### config.mk
export PLATFORM = sky130hd
export DESIGN_NAME = ysyx_23060075_mem_arbiter
export DESIGN_NICKNAME = d
export VERILOG_FILES = /design/src/rtl/ysyx_23060075_mem_arbiter.sv
export SDC_FILE = /design/constraint.sdc
export NUM_CORES = 1
export LEC_CHECK = 0
export BUFFER_PORTS_ARGS = -buffer_cell sky130_fd_sc_hd__buf_2
export CORE_AREA = 2 2 107 109
export CTS_BUF_LIST = sky130_fd_sc_hd__clkbuf_8
export DETAILED_ROUTE_END_ITERATION = 10
export DIE_AREA = 0 0 109 111
export HOLD_SLACK_MARGIN = 0.02
export PLACE_DENSITY = 0.67
export SLEW_MARGIN = 30
export SYNTH_ARGS = -nofsm -noshare
export SYNTH_HDL_FRONTEND = slang
export SYNTH_SLANG_ARGS = --single-unit
### constraint.sdc
create_clock -name clk -period 1.48 [get_ports clk]
set_clock_uncertainty 0.15 [all_clocks]
set_input_delay 0.148 -clock clk [delete_from_list [all_inputs] [get_ports clk]]
set_output_delay 0.148 -clock clk [all_outputs]
set_load 0.05 [all_outputs]
### src/rtl/ysyx_23060075_mem_arbiter.sv
// Two-master (IFU/LSU) arbiter onto a single memory port, one transaction in flight.
// Define YSYX_23060075_ARB_RR_EN for round-robin ties; otherwise LSU wins every tie.
module ysyx_23060075_mem_arbiter #(
    parameter int DATA_WIDTH = 32,
    parameter int MASK_WIDTH = 4
) (
    input  logic                  clk,
    input  logic                  rst,
    input  logic                  ifu_req_valid,
    input  logic [DATA_WIDTH-1:0] ifu_addr,
    output logic                  ifu_req_ready,
    output logic                  ifu_resp_valid,
    output logic [DATA_WIDTH-1:0] ifu_rdata,
    input  logic                  lsu_req_valid,
    input  logic [DATA_WIDTH-1:0] lsu_addr,
    input  logic [DATA_WIDTH-1:0] lsu_wdata,
    input  logic [MASK_WIDTH-1:0] lsu_wmask,
    input  logic                  lsu_wen,
    output logic                  lsu_req_ready,
    output logic                  lsu_resp_valid,
    output logic [DATA_WIDTH-1:0] lsu_rdata,
    output logic                  mem_req_valid,
    output logic [DATA_WIDTH-1:0] mem_addr,
    output logic [DATA_WIDTH-1:0] mem_wdata,
    output logic [MASK_WIDTH-1:0] mem_wmask,
    output logic                  mem_wen,
    input  logic                  mem_req_ready,
    input  logic                  mem_resp_valid,
    input  logic [DATA_WIDTH-1:0] mem_rdata
);

    typedef enum logic [1:0] {IDLE, REQ, RESP} state_t;
    typedef enum logic {OWN_IFU = 1'b0, OWN_LSU = 1'b1} owner_t;

    state_t                state, state_nxt;
    owner_t                owner;
    logic [DATA_WIDTH-1:0] addr_q, wdata_q;
    logic [MASK_WIDTH-1:0] wmask_q;
    logic                  wen_q;
    logic                  grant_ifu, grant_lsu, resp_fire;
`ifdef YSYX_23060075_ARB_RR_EN
    owner_t                last_grant;
`endif

    always_ff @(posedge clk) begin
        if (rst) begin
            state   <= IDLE;
            owner   <= OWN_IFU;
            addr_q  <= '0;
            wdata_q <= '0;
            wmask_q <= '0;
            wen_q   <= 1'b0;
`ifdef YSYX_23060075_ARB_RR_EN
            last_grant <= OWN_LSU;
`endif
        end else begin
            state <= state_nxt;
            if (grant_lsu) begin
                owner   <= OWN_LSU;
                addr_q  <= lsu_addr;
                wdata_q <= lsu_wdata;
                wmask_q <= lsu_wmask;
                wen_q   <= lsu_wen;
`ifdef YSYX_23060075_ARB_RR_EN
                last_grant <= OWN_LSU;
`endif
            end else if (grant_ifu) begin
                owner   <= OWN_IFU;
                addr_q  <= ifu_addr;
                wdata_q <= '0;
                wmask_q <= '0;
                wen_q   <= 1'b0;
`ifdef YSYX_23060075_ARB_RR_EN
                last_grant <= OWN_IFU;
`endif
            end
        end
    end

    always_comb begin
        state_nxt = state;
        grant_ifu = 1'b0;
        grant_lsu = 1'b0;
        resp_fire = 1'b0;
        // Every handshake output is masked by rst so nothing leaks while held in reset.
        case (state)
            IDLE: begin
                if (!rst) begin
                    if (ifu_req_valid && lsu_req_valid) begin
`ifdef YSYX_23060075_ARB_RR_EN
                        if (last_grant == OWN_LSU) grant_ifu = 1'b1;
                        else                       grant_lsu = 1'b1;
`else
                        grant_lsu = 1'b1;
`endif
                    end else begin
                        grant_ifu = ifu_req_valid;
                        grant_lsu = lsu_req_valid;
                    end
                end
                if (grant_ifu || grant_lsu) state_nxt = REQ;
            end
            REQ:     if (mem_req_ready) state_nxt = RESP;
            RESP: begin
                resp_fire = mem_resp_valid && !rst;
                if (mem_resp_valid) state_nxt = IDLE;
            end
            default: state_nxt = IDLE;
        endcase
    end

    assign ifu_req_ready  = grant_ifu;
    assign lsu_req_ready  = grant_lsu;
    assign ifu_resp_valid = resp_fire && (owner == OWN_IFU);
    assign lsu_resp_valid = resp_fire && (owner == OWN_LSU);
    assign ifu_rdata      = mem_rdata;
    assign lsu_rdata      = mem_rdata;
    assign mem_req_valid  = (state == REQ) && !rst;
    assign mem_addr       = addr_q;
    assign mem_wdata      = wdata_q;
    assign mem_wmask      = wmask_q;
    assign mem_wen        = wen_q;

endmodule
==> key figures, run 1 <==
Drt
  • Wire length per cell: 17.8 µm
  • Top Metal Used: met4
  • Met2 Wirelength: roughly 6.5 mm
  • # DRC: 0
  • Via count: 3403
  • Wl on met1: approximately 4.7 mm
  • Metal3 WL: approximately 950 µm
  • Total wire length: between 10 and 15 mm
  • DR pass1 iterations: 4
  • Final ANT Viol Nets: 0
  • DR iter-0 viols: 220
  • DR vias/cell: roughly 4.9

Global route
  • GR Util All Layers: between 15 and 20%
  • Antenna violations before repair: 0
  • First-pass GRT wire length: 17.1 mm
  • Number of global-route vias before repair: about 3400
  • GRT overflow: 0
  • Largest net degree at the start of global routing: 35

STA
  • Setup ws final: -0.173 ns
  • Final setup fails: 57
  • Max Fclk: slightly above 600 MHz
  • Pins Over Slew Limit: 0
  • Final Hold Fails: 0
  • Slew @ Worst Pin: 0.668 ns
  • Tcrit/Tclk final: 112%
  • Minimum clock period after layout: ~1.7 ns
  • WHS: 0.0506 ns
  • RSZ-0062 raised after global routing: yes
  • Max-slew headroom: a little under three fifths

Cells and area
  • Layout cells sized above 1: around half
  • # fillers: 929
  • Commonest non-fill, non-tap cell in the layout: buf_2
  • Area grow syn2layout: 80.3%
  • # nets final: 686
  • Commonest non-fill, non-tap cells in the layout: 175 x buf_2, 89 x dlygate4sd3_1, 70 x dfxtp_1, 37 x a22o_1, 32 x o22ai_1
  • Diodes inserted: 0
  • Register area: approximately 1400 µm²
  • Area occupied by multi-input gates: 1400 µm²

Critical path
  • Critical Path Source Type: flip-flop
  • Critical setup path kind: reg -> out
  • Crit-path max FO: 3
  • Worst endpoint data arrival time: 1.36 ns
  • R2R setup slack: -0.14 ns
  • CP required: roughly 1.2 ns
  • Crit path capture type: output port

Clocking
  • TritonCTS Buffers: 9
  • Clock Tree Root: clkbuf_8
  • TritonCTS clock tree: built
  • Max H-tree Level: 3
  • Max Root-Sink Buffers: 2
  • Clk sinks: 72
  • Clock slew at reported path FFs: roughly 0.090 ns
  • Worst-Skew Late Latency: roughly 0.34 ns

Placement
  • Port bufs: between 150 and 200
  • Gpl congestion: roughly 0.74
  • HPWL after DPL: 6.34 mm
  • Dpl ws: -0.352 ns

Status
  • Status: finished, violations left
  • Failing checks: negative setup slack

Synthesis
  • Dominant cell type by area after synthesis: dfxtp_1
  • Cell area after synthesis: between 3000 and 4000 µm²
  • Largest cells by area after synthesis: dfxtp_1 46%, buf_4 15%, a22o_1 10%
  • Syn nets: 460
  • Seq/Total Area, Yosys: about 46%
  • Synth unique cells: 24
  • Synth top area share: between 40% and 50%
  • Yosys warns: 0
  • Average size of a mapped cell: 9.84 µm²
  • Mapped Cells: between 300 and 400
  • Register bit total from synthesis: just over 70

Flow run
  • Max-cap violation count: 0

Floorplanning
  • Top-level I/O count: around 280
  • Die Y: roughly 110 µm
  • Die Span X: 109 µm
  • Core ar.: about 11000 µm²
  • Row count: 39
  • Initial core utilization: between 20% and 30%
  • DIE AREA: between 10000 and 15000 µm²

Power
  • Peak supply drop: between 0.5 and 0.6 mV
  • P_leak: 2.57 nW
  • Power Dens Cells: between 1000 and 1500 nW/µm²

Hold path
  • HP Class: in -> reg
## state kept, by name, summed over array words and instances (netlist names)
register and cells:
mem_addr 32, mem_wmask 4, mem_wdata 32, mem_wen 1
owner 1, state 2
## what timing repair did
item	4_1_cts	5_1_grt
hold buffers	90	1
buffers inserted	7	12
resized for setup	37	65
endpoints found under the hold margin	69	1
cloned	5	5
pin swaps	52	38
endpoints found under the setup margin	43	75
## kinds of logic (layout without fill, tap and decap cells)
group / count (synthesis) / after routing / synth area share (%)
compound gates: 137 / 138 / 30.4
buf+inv: 95 / 324 / 20.6
flops: 72 / 72 / 45.6
simple gates: 17 / 17 / 3.41
## cells in the mapped netlist
cell	instances
dfxtp_1	72
clkbuf_1	11
and2_1	1
or2_0	1
a22o_1	37
nor2_2	1
buf_4	64
nor3_4	1
or3b_2	1
nand2b_1	1
and3_1	2
nand3b_1	1
nor3b_1	2
a31o_2	1
a21oi_4	1
buf_6	5
o22ai_1	32
buf_2	12
nor2_1	2
a211oi_1	32
a21oi_1	34
inv_1	2
nand2_1	4
buf_1	1
## final timing paths
check                     from             to  depth (start not counted)
setup / recovery      state[1]  ifu_req_ready                          4
hold / removal     lsu_addr[1]    mem_addr[1]                          3
setup reg to reg      state[1]   mem_addr[10]                          7
hold reg to reg   mem_wdata[6]   mem_wdata[6]                          1
## stage by stage
| stage | area, µm² | instances | TNS, ns | util (%) | total power [mW] |
|---|---|---|---|---|---|
| 2_1_floorplan | 3180 | 321 | -0.0415 | - | 3.54 |
| 3_3_place_gp | 3780 | 565 | -9.38 | 34.1 | 3.46 |
| 3_5_place_dp | 3780 | 565 | -12.53 | 34.1 | 3.48 |
| 4_1_cts | 5220 | 682 | -3.11 | 47.1 | 5.72 |
| 5_1_grt | 5690 | 694 | -8.16 | 51.4 | 6.21 |
| 6_report | 5690 | 694 | -3.86 | 51.4 | 5.96 |
## worst max-delay path: stages, from the launching register on
cell,delay (ns)
dfxtp_4,0.37
nor3_4,0.21
buf_6,0.13
and3_4,0.17
buf_8,0.14
## layout make-up
type / count / area share, %
Clock buffer: 10 / 2.42
Clock inverter: 5 / 1.82
Inverter: 2 / 0.132
Multi-Input combinational cell: 155 / 24.5
Sequential cell: 72 / 25.4
Tap cell: 143 / 3.14
Timing Repair Buffer: 307 / 42.5
## where the power goes
group | switching [mW] | internal, mW | total, mW
combinational | 1.06 | 0.797 | 1.86
clock | 0.759 | 1.16 | 1.92
sequential | 0.0991 | 2.08 | 2.18
total | 1.92 | 4.04 | 5.96
## per-layer routing
layer,GRT usage (%),vias up
met2,33.1,191
met3,5.23,24
li1,-,1585
met1,19.3,1603
met4,6.07,0
met5,0,-
Power figures use the tool's default switching activity.
==> run 2, diff against run 1 <==
--- a/config.mk
+++ b/config.mk
@@ -11,6 +11,7 @@
 export DETAILED_ROUTE_END_ITERATION = 10
 export DIE_AREA = 0 0 109 111
 export HOLD_SLACK_MARGIN = 0.02
+export MAX_ROUTING_LAYER = met4
 export PLACE_DENSITY = 0.67
 export SLEW_MARGIN = 30
 export SYNTH_ARGS = -nofsm -noshare
==> run 2 against run 1 <==
  * The run still ends with negative setup slack left
  * Largest power group unchanged
  * Count of clock-buffer cells in the layout unchanged
  * Hold slack better by 0.0062 ns
  * First-iteration DRC count grew 2.3%
  * Combinational power is essentially flat
  * Global-route usage grew 0.50 points
  * Final cell count unchanged
  * Critical path type unchanged
  * Wire length increased by 0.49%
==> key figures, run 2 (same netlist as run 1, synthesis figures left out) <==
Power
  • Power Dens Cells: 1050 nW/µm² (about the same)
  • P_leak: 2.57 nW (unchanged)
  • Peak supply drop: 0.519 mV (was 0.516 mV)

Cells and area
  • # nets final: 686 (unchanged)
  • Area occupied by multi-input gates: 1400 µm² (unchanged)
  • # fillers: 929 (unchanged)
  • Area grow syn2layout: 80.3% (unchanged)
  • Post-route cell area: 5690 µm² (unchanged)
  • End-of-flow core utilization: 51.4% (unchanged)
  • Diodes inserted: 0 (unchanged)
  • Commonest non-fill, non-tap cell in the layout: buf_2 (unchanged)
  • Layout cells sized above 1: 51.7% (unchanged)
  • Commonest non-fill, non-tap cells in the layout: 175 x buf_2, 89 x dlygate4sd3_1, 70 x dfxtp_1, 37 x a22o_1, 32 x o22ai_1 (unchanged)
  • Register area: 1450 µm² (unchanged)

Placement
  • Port bufs: 180 (unchanged)
  • Cell Area, Placed: 3780 µm² (unchanged)
  • HPWL after DPL: 6.34 mm (unchanged)
  • Gpl congestion: 0.747 (was 0.737)

Drt
  • Final ANT Viol Nets: 0 (unchanged)
  • # DRC: 0 (unchanged)
  • DR iter-0 viols: 225 (was 220)
  • DR pass1 iterations: 4 (unchanged)
  • DR vias/cell: 4.92 (was 4.90)
  • Via count: 3417 (was 3403)
  • Total wire length: 12.4 mm (about the same)
  • Wire length per cell: 17.9 µm (was 17.8 µm)

STA
  • Final Hold Fails: 0 (unchanged)
  • Minimum clock period after layout: 1.65 ns (about the same)
  • RSZ-0062 raised after global routing: yes (unchanged)
  • Pins Over Slew Limit: 0 (unchanged)
  • Final setup fails: 56 (was 57)
  • Max Fclk: 604 MHz (was 605 MHz)
  • Setup ws final: -0.175 ns (was -0.173 ns)
  • Slew @ Worst Pin: 0.680 ns (was 0.668 ns)
  • Tcrit/Tclk final: 112% (about the same)
  • Max-slew headroom: 54.7% (was 55.5%)

Critical path
  • Critical-path top delay cell: dfxtp_4 (unchanged)
  • Critical setup path kind: reg -> out (unchanged)
  • CP Cell Sequence: nor3_4 > buf_6 > and3_4 > buf_8 (unchanged)
  • WP buf/inv: 2 (unchanged)
  • CP top delay family: simple AND/OR/NAND/NOR gates (unchanged)
  • Crit-path max FO: 3 (unchanged)
  • Worst endpoint data arrival time: 1.36 ns (about the same)
  • CP max stage delay: 0.37 ns (about the same)
  • Critical Path Source Type: flip-flop (unchanged)
  • Crit path capture type: output port (unchanged)
  • CP required: 1.18 ns (about the same)

Floorplanning
  • Top-level I/O count: 277 (unchanged)
  • Core ar.: 11100 µm² (unchanged)
  • Initial core utilization: 28.5% (unchanged)
  • DIE AREA: 12100 µm² (unchanged)
  • Die Span X: 109 µm (unchanged)
  • Row count: 39 (unchanged)
  • Die Y: 111 µm (unchanged)

Global route
  • Antenna violations before repair: 0 (unchanged)
  • GRT overflow: 0 (unchanged)
  • First-pass GRT wire length: 17.1 mm (about the same)
  • Number of global-route vias before repair: 3369 (was 3367)
  • GR Util All Layers: 18.5% (was 18.0%)
  • Largest net degree at the start of global routing: 35 (unchanged)

Clocking
  • Clk sinks: 72 (unchanged)
  • Worst-Skew Late Latency: 0.34 ns (about the same)
  • Clock slew at reported path FFs: 0.09 ns (about the same)
  • TritonCTS Buffers: 9 (unchanged)
  • Max H-tree Level: 3 (unchanged)
  • Clock Tree Root: clkbuf_8 (unchanged)
  • Max Root-Sink Buffers: 2 (unchanged)
  • TritonCTS clock tree: built (unchanged)

Hold path
  • HP Class: in -> reg (unchanged)

Status
  • Failing checks: negative setup slack (unchanged)
  • Status: finished, violations left (unchanged)

Flow run
  • Max-cap violation count: 0 (unchanged)
## run 2: metal layers
layer	vias up	wire length, µm	track usage, %
met5	-	0	-
met2	189	6530	33.1
met3	21	942	4.88
met1	1622	4730	19.5
met4	0	225	6.07
li1	1585	-	-
## run 2: layout make-up
class                           instances  share of cell area (%)
Clock buffer                           10                    2.42
Clock inverter                          5                    1.82
Inverter                                2                   0.132
Multi-Input combinational cell        155                    24.5
Sequential cell                        72                    25.4
Tap cell                              143                    3.14
Timing Repair Buffer                  307                    42.5
## run 2: final timing paths
path	from	endpoint	slack (ns)	depth (start not counted)
max reg2reg	state[1]	mem_addr[21]	-0.14	7
min	lsu_addr[1]	mem_addr[1]	0.06	3
min reg2reg	mem_wdata[6]	mem_wdata[6]	0.32	1
max	state[1]	ifu_req_ready	-0.17	4
## run 2: tightest hold or removal path, stage by stage
cell and delay, ns:
buf_2 0.11, o22ai_1 0.16, a211oi_1 0.09
## run 2: what timing repair did
| action | in CTS | in global routing |
|---|---|---|
| pin swaps | 52 | 38 |
| setup buffers | 7 | 12 |
| resized for setup | 37 | 65 |
| hold buffers | 90 | 1 |
| gates cloned | 5 | 5 |
| hold endpoints to repair | 69 | 1 |
| setup endpoints to repair | 43 | 75 |
## run 2: report_power, final
part	internal [mW]	switching, mW	total, mW
clock	1.16	0.758	1.92
combinational	0.797	1.06	1.86
sequential	2.08	0.0986	2.18
total	4.04	1.92	5.96
## run 2: through the flow
| step | TNS (ns) | hold slack, ns | setup slack, ns | total power [mW] | std cells |
|---|---|---|---|---|---|
| 6_report | -4.12 | 0.0568 | -0.175 | 5.96 | 694 |
| 5_1_grt | -8.14 | 0.0443 | -0.245 | 6.21 | 694 |
| 4_1_cts | -3.11 | 0.0203 | -0.201 | 5.72 | 682 |
| 3_5_place_dp | -12.53 | 0.147 | -0.352 | 3.48 | 565 |
| 3_3_place_gp | -9.38 | 0.147 | -0.257 | 3.46 | 565 |
| 2_1_floorplan | -0.0415 | 0.131 | -0.00386 | 3.54 | 321 |
==> run 3, diff against run 2 <==
--- a/config.mk
+++ b/config.mk
@@ -5,15 +5,17 @@
 export SDC_FILE = /design/constraint.sdc
 export NUM_CORES = 1
 export LEC_CHECK = 0
+export ABC_AREA = 1
 export BUFFER_PORTS_ARGS = -buffer_cell sky130_fd_sc_hd__buf_2
-export CORE_AREA = 2 2 107 109
+export CORE_AREA = 2 2 106 108
 export CTS_BUF_LIST = sky130_fd_sc_hd__clkbuf_8
 export DETAILED_ROUTE_END_ITERATION = 10
-export DIE_AREA = 0 0 109 111
+export DIE_AREA = 0 0 108 110
 export HOLD_SLACK_MARGIN = 0.02
 export MAX_ROUTING_LAYER = met4
-export PLACE_DENSITY = 0.67
+export PLACE_DENSITY = 0.74
 export SLEW_MARGIN = 30
 export SYNTH_ARGS = -nofsm -noshare
 export SYNTH_HDL_FRONTEND = slang
 export SYNTH_SLANG_ARGS = --single-unit
+export TNS_END_PERCENT = 1
==> run 3 against run 2 <==
  * Cell area shrank 1.3%
  * Critical endpoint is now ifu_resp_valid
  * Largest power group unchanged
  * Register-to-register slack better by 0.21 ns
  * Critical path depth up 1
  * The run still ends with negative setup slack left
  * Sequential power down 2%
  * Fmax up 5.0%
  * Largest cell class unchanged
==> key figures, run 3 <==
Placement
  • Gpl congestion: 0.728 (was 0.747)
  • Dpl ws: 0.0725 ns (was -0.352 ns)
  • HPWL after DPL: 7.64 mm (was 6.34 mm)
  • Port bufs: 180 (unchanged)
  • Cell Area, Placed: 4380 µm² (was 3780 µm²)

Clocking
  • Max Root-Sink Buffers: 2 (unchanged)
  • Clk sinks: 72 (unchanged)
  • Clock Tree Root: clkbuf_8 (unchanged)
  • Clock slew at reported path FFs: 0.08 ns (was 0.09 ns)
  • Worst-Skew Late Latency: 0.34 ns (about the same)
  • TritonCTS clock tree: built (unchanged)
  • TritonCTS Buffers: 9 (unchanged)
  • Max H-tree Level: 3 (unchanged)

Floorplanning
  • Top-level I/O count: 277 (unchanged)
  • DIE AREA: 11900 µm² (was 12100 µm²)
  • Core ar.: 10700 µm² (was 11100 µm²)
  • Initial core utilization: 35.2% (was 28.5%)
  • Die Y: 110 µm (was 111 µm)
  • Die Span X: 108 µm (was 109 µm)
  • Row count: 38 (was 39)

Cells and area
  • Layout cells sized above 1: 29.3% (was 51.7%)
  • Diodes inserted: 0 (unchanged)
  • Post-route cell area: 5620 µm² (was 5690 µm²)
  • # nets final: 911 (was 686)
  • # fillers: 996 (was 929)
  • Commonest non-fill, non-tap cell in the layout: buf_2 (unchanged)
  • Commonest non-fill, non-tap cells in the layout: 175 x buf_2, 166 x nand2_1, 97 x dlygate4sd3_1, 70 x nand3_1, 70 x dfxtp_1 (was 175 x buf_2, 89 x dlygate4sd3_1, 70 x dfxtp_1, 37 x a22o_1, 32 x o22ai_1)
  • Area grow syn2layout: 49.2% (was 80.3%)

Synthesis
  • Cell area after synthesis: 3770 µm² (was 3160 µm²)
  • Number of synthesized flops with an enable pin: 0 (unchanged)
  • Syn nets: 702 (was 460)
  • Mapped Cells: 563 (was 321)
  • Main flop type after synthesis: dfxtp_1 (unchanged)
  • Most frequent cell after synthesis: nand2_1 (was dfxtp_1)
  • Synth top area share: 38.2% (was 45.6%)
  • Seq/Total Area, Yosys: 38.2% (was 45.6%)
  • Dominant cell type by area after synthesis: dfxtp_1 (unchanged)
  • Synth unique cells: 18 (was 24)
  • Largest cells by area after synthesis: dfxtp_1 38%, nand2_1 17%, buf_4 14% (was dfxtp_1 46%, buf_4 15%, a22o_1 10%)
  • Register bit total from synthesis: 72 (unchanged)
  • Average size of a mapped cell: 6.70 µm² (was 9.84 µm²)
  • Post-synth top cells: 166 x nand2_1, 72 x dfxtp_1, 71 x nand3_1 (was 72 x dfxtp_1, 64 x buf_4, 37 x a22o_1)
  • Synth async-reset ratio: 0% (unchanged)
  • Yosys warns: 0 (unchanged)

STA
  • Final Hold Fails: 0 (unchanged)
  • Minimum clock period after layout: 1.58 ns (was 1.65 ns)
  • Pins Over Slew Limit: 0 (unchanged)
  • Tcrit/Tclk final: 106% (was 112%)
  • Max-slew headroom: 74.4% (was 54.7%)
  • RSZ-0062 raised after global routing: yes (unchanged)
  • Final setup TNS: -0.339 ns (was -4.12 ns)
  • WHS: 0.0517 ns (was 0.0568 ns)
  • Max Fclk: 635 MHz (was 604 MHz)
  • Setup ws final: -0.0953 ns (was -0.175 ns)
  • Final setup fails: 5 (was 56)
  • Slew @ Worst Pin: 0.384 ns (was 0.680 ns)

Power
  • Peak supply drop: 0.541 mV (was 0.519 mV)
  • Comb power frac: 31.5% (was 31.2%)
  • Psw: 1.82 mW (was 1.92 mW)
  • Total power: 5.19 mW (was 5.96 mW)
  • P_leak: 2.92 nW (was 2.57 nW)
  • Share of power burned in registers: 41.3% (was 36.6%)
  • Internal Pwr Total: 3.36 mW (was 4.04 mW)
  • Power Dens Cells: 922 nW/µm² (was 1050 nW/µm²)
  • Clock power share: 27.1% (was 32.2%)
  • Switching portion of total power: 35.2% (was 32.2%)

Drt
  • Via count: 4248 (was 3417)
  • Total wire length: 12.5 mm (was 12.4 mm)
  • DR iter-0 viols: 323 (was 225)
  • DR pass1 iterations: 5 (was 4)
  • Wire length per cell: 13.6 µm (was 17.9 µm)
  • DR vias/cell: 4.63 (was 4.92)
  • # DRC: 0 (unchanged)
  • Final ANT Viol Nets: 0 (unchanged)

Hold path
  • HP Class: in -> reg (unchanged)

Global route
  • Number of global-route vias before repair: 4121 (was 3369)
  • Antenna violations before repair: 0 (unchanged)
  • GR Util All Layers: 21.0% (was 18.5%)
  • Largest net degree at the start of global routing: 40 (was 35)
  • GRT overflow: 0 (unchanged)
  • First-pass GRT wire length: 19.0 mm (was 17.1 mm)

Flow run
  • Max-cap violation count: 0 (unchanged)

Critical path
  • Critical Path Source Type: flip-flop (unchanged)
  • Critical-path top delay cell: dfxtp_2 (was dfxtp_4)
  • CP required: 1.18 ns (about the same)
  • Crit-path max FO: 2 (was 3)
  • Crit path top cell by count: buf_6
  • CP top delay family: buffers and inverters (was simple AND/OR/NAND/NOR gates)
  • Critical setup path kind: reg -> out (unchanged)
  • CP Cell Sequence: buf_6 > inv_4 > nand3_4 > nor3_4 > buf_6 (was nor3_4 > buf_6 > and3_4 > buf_8)
  • Crit path capture type: output port (unchanged)
  • CP max stage delay: 0.35 ns (was 0.37 ns)
  • WP buf/inv: 3 (was 2)
  • Worst endpoint data arrival time: 1.28 ns (was 1.36 ns)

Status
  • Failing checks: negative setup slack (unchanged)
  • Status: finished, violations left (unchanged)
-- run 3: cell count changes after synthesis, sizes merged, moves of 7 or more --
cell,previous run,this run
nand2,4,167
nor2,3,69
nand3,0,71
buf,82,89
o22ai,32,0
inv,2,39
a22o,37,0
a211oi,32,0
-- run 3: cell families (layout without fill, tap and decap cells) --
| kind of cell | Yosys count | after routing | synth area share (%) |
|---|---|---|---|
| flops | 72 | 72 | 38.2 |
| buf+inv | 139 | 353 | 22.0 |
| simple gates | 311 | 311 | 34.1 |
| compound gates | 41 | 41 | 5.68 |
-- run 3: path summary, 6_finish.rpt --
kind            startpoint             end  slack [ns]  depth (start not counted)
max               state[0]  ifu_resp_valid        -0.1                          5
min           lsu_addr[29]    mem_addr[29]        0.05                          5
max reg2reg       state[0]    mem_addr[23]        0.07                          7
min reg2reg  mem_wdata[18]   mem_wdata[18]        0.33                          2
-- run 3: worst min-delay path: stages --
cell and delay (ns):
buf_2 0.08, nand3_1 0.06, nand2_1 0.07, nor2_1 0.04, nor2_1 0.10
-- run 3: power by group through the flow --
| stage | clock [mW] | sequential [mW] | combinational, mW |
|---|---|---|---|
| after global routing | 1.56 | 2.16 | 1.77 |
| after detailed placement | 0 | 2.18 | 1.38 |
| after CTS | 1.48 | 2.14 | 1.60 |
| after global placement | 0 | 2.18 | 1.38 |
| after floorplan | 0 | 2.63 | 0.972 |
| final | 1.41 | 2.14 | 1.63 |
-- run 3: layout make-up --
cell class	instances	area, µm²	area share [%]
clock buffer	11	151	2.69
clock inverter	5	25.0	0.445
inverter	39	154	2.74
multi-input combinational	352	1540	27.3
sequential	72	1440	25.7
tap	140	175	3.12
timing repair buffer	298	2140	38.0
-- run 3: through the flow --
step / utilization, % / cells
after floorplan: - / 563
after global placement: 41.0 / 802
after detailed placement: 41.0 / 802
after CTS: 52.3 / 916
after global routing: 52.6 / 917
final: 52.6 / 917
-- run 3: repair_timing --
action                                  CTS  global route
endpoints found under the setup margin    5            31
pin swaps                                 1             2
endpoints found under the hold margin    70             0
resized for setup                        19             6
hold buffers                             97             0
setup buffers                             1             1
-- run 3: metal layers --
layer,GRT usage (%),share of wire [%],up-vias
li1,-,-,2097
met1,22.3,40,1889
met2,36.0,48,226
met3,6.70,10,36
met4,9.25,2.7,0
met5,-,0,-
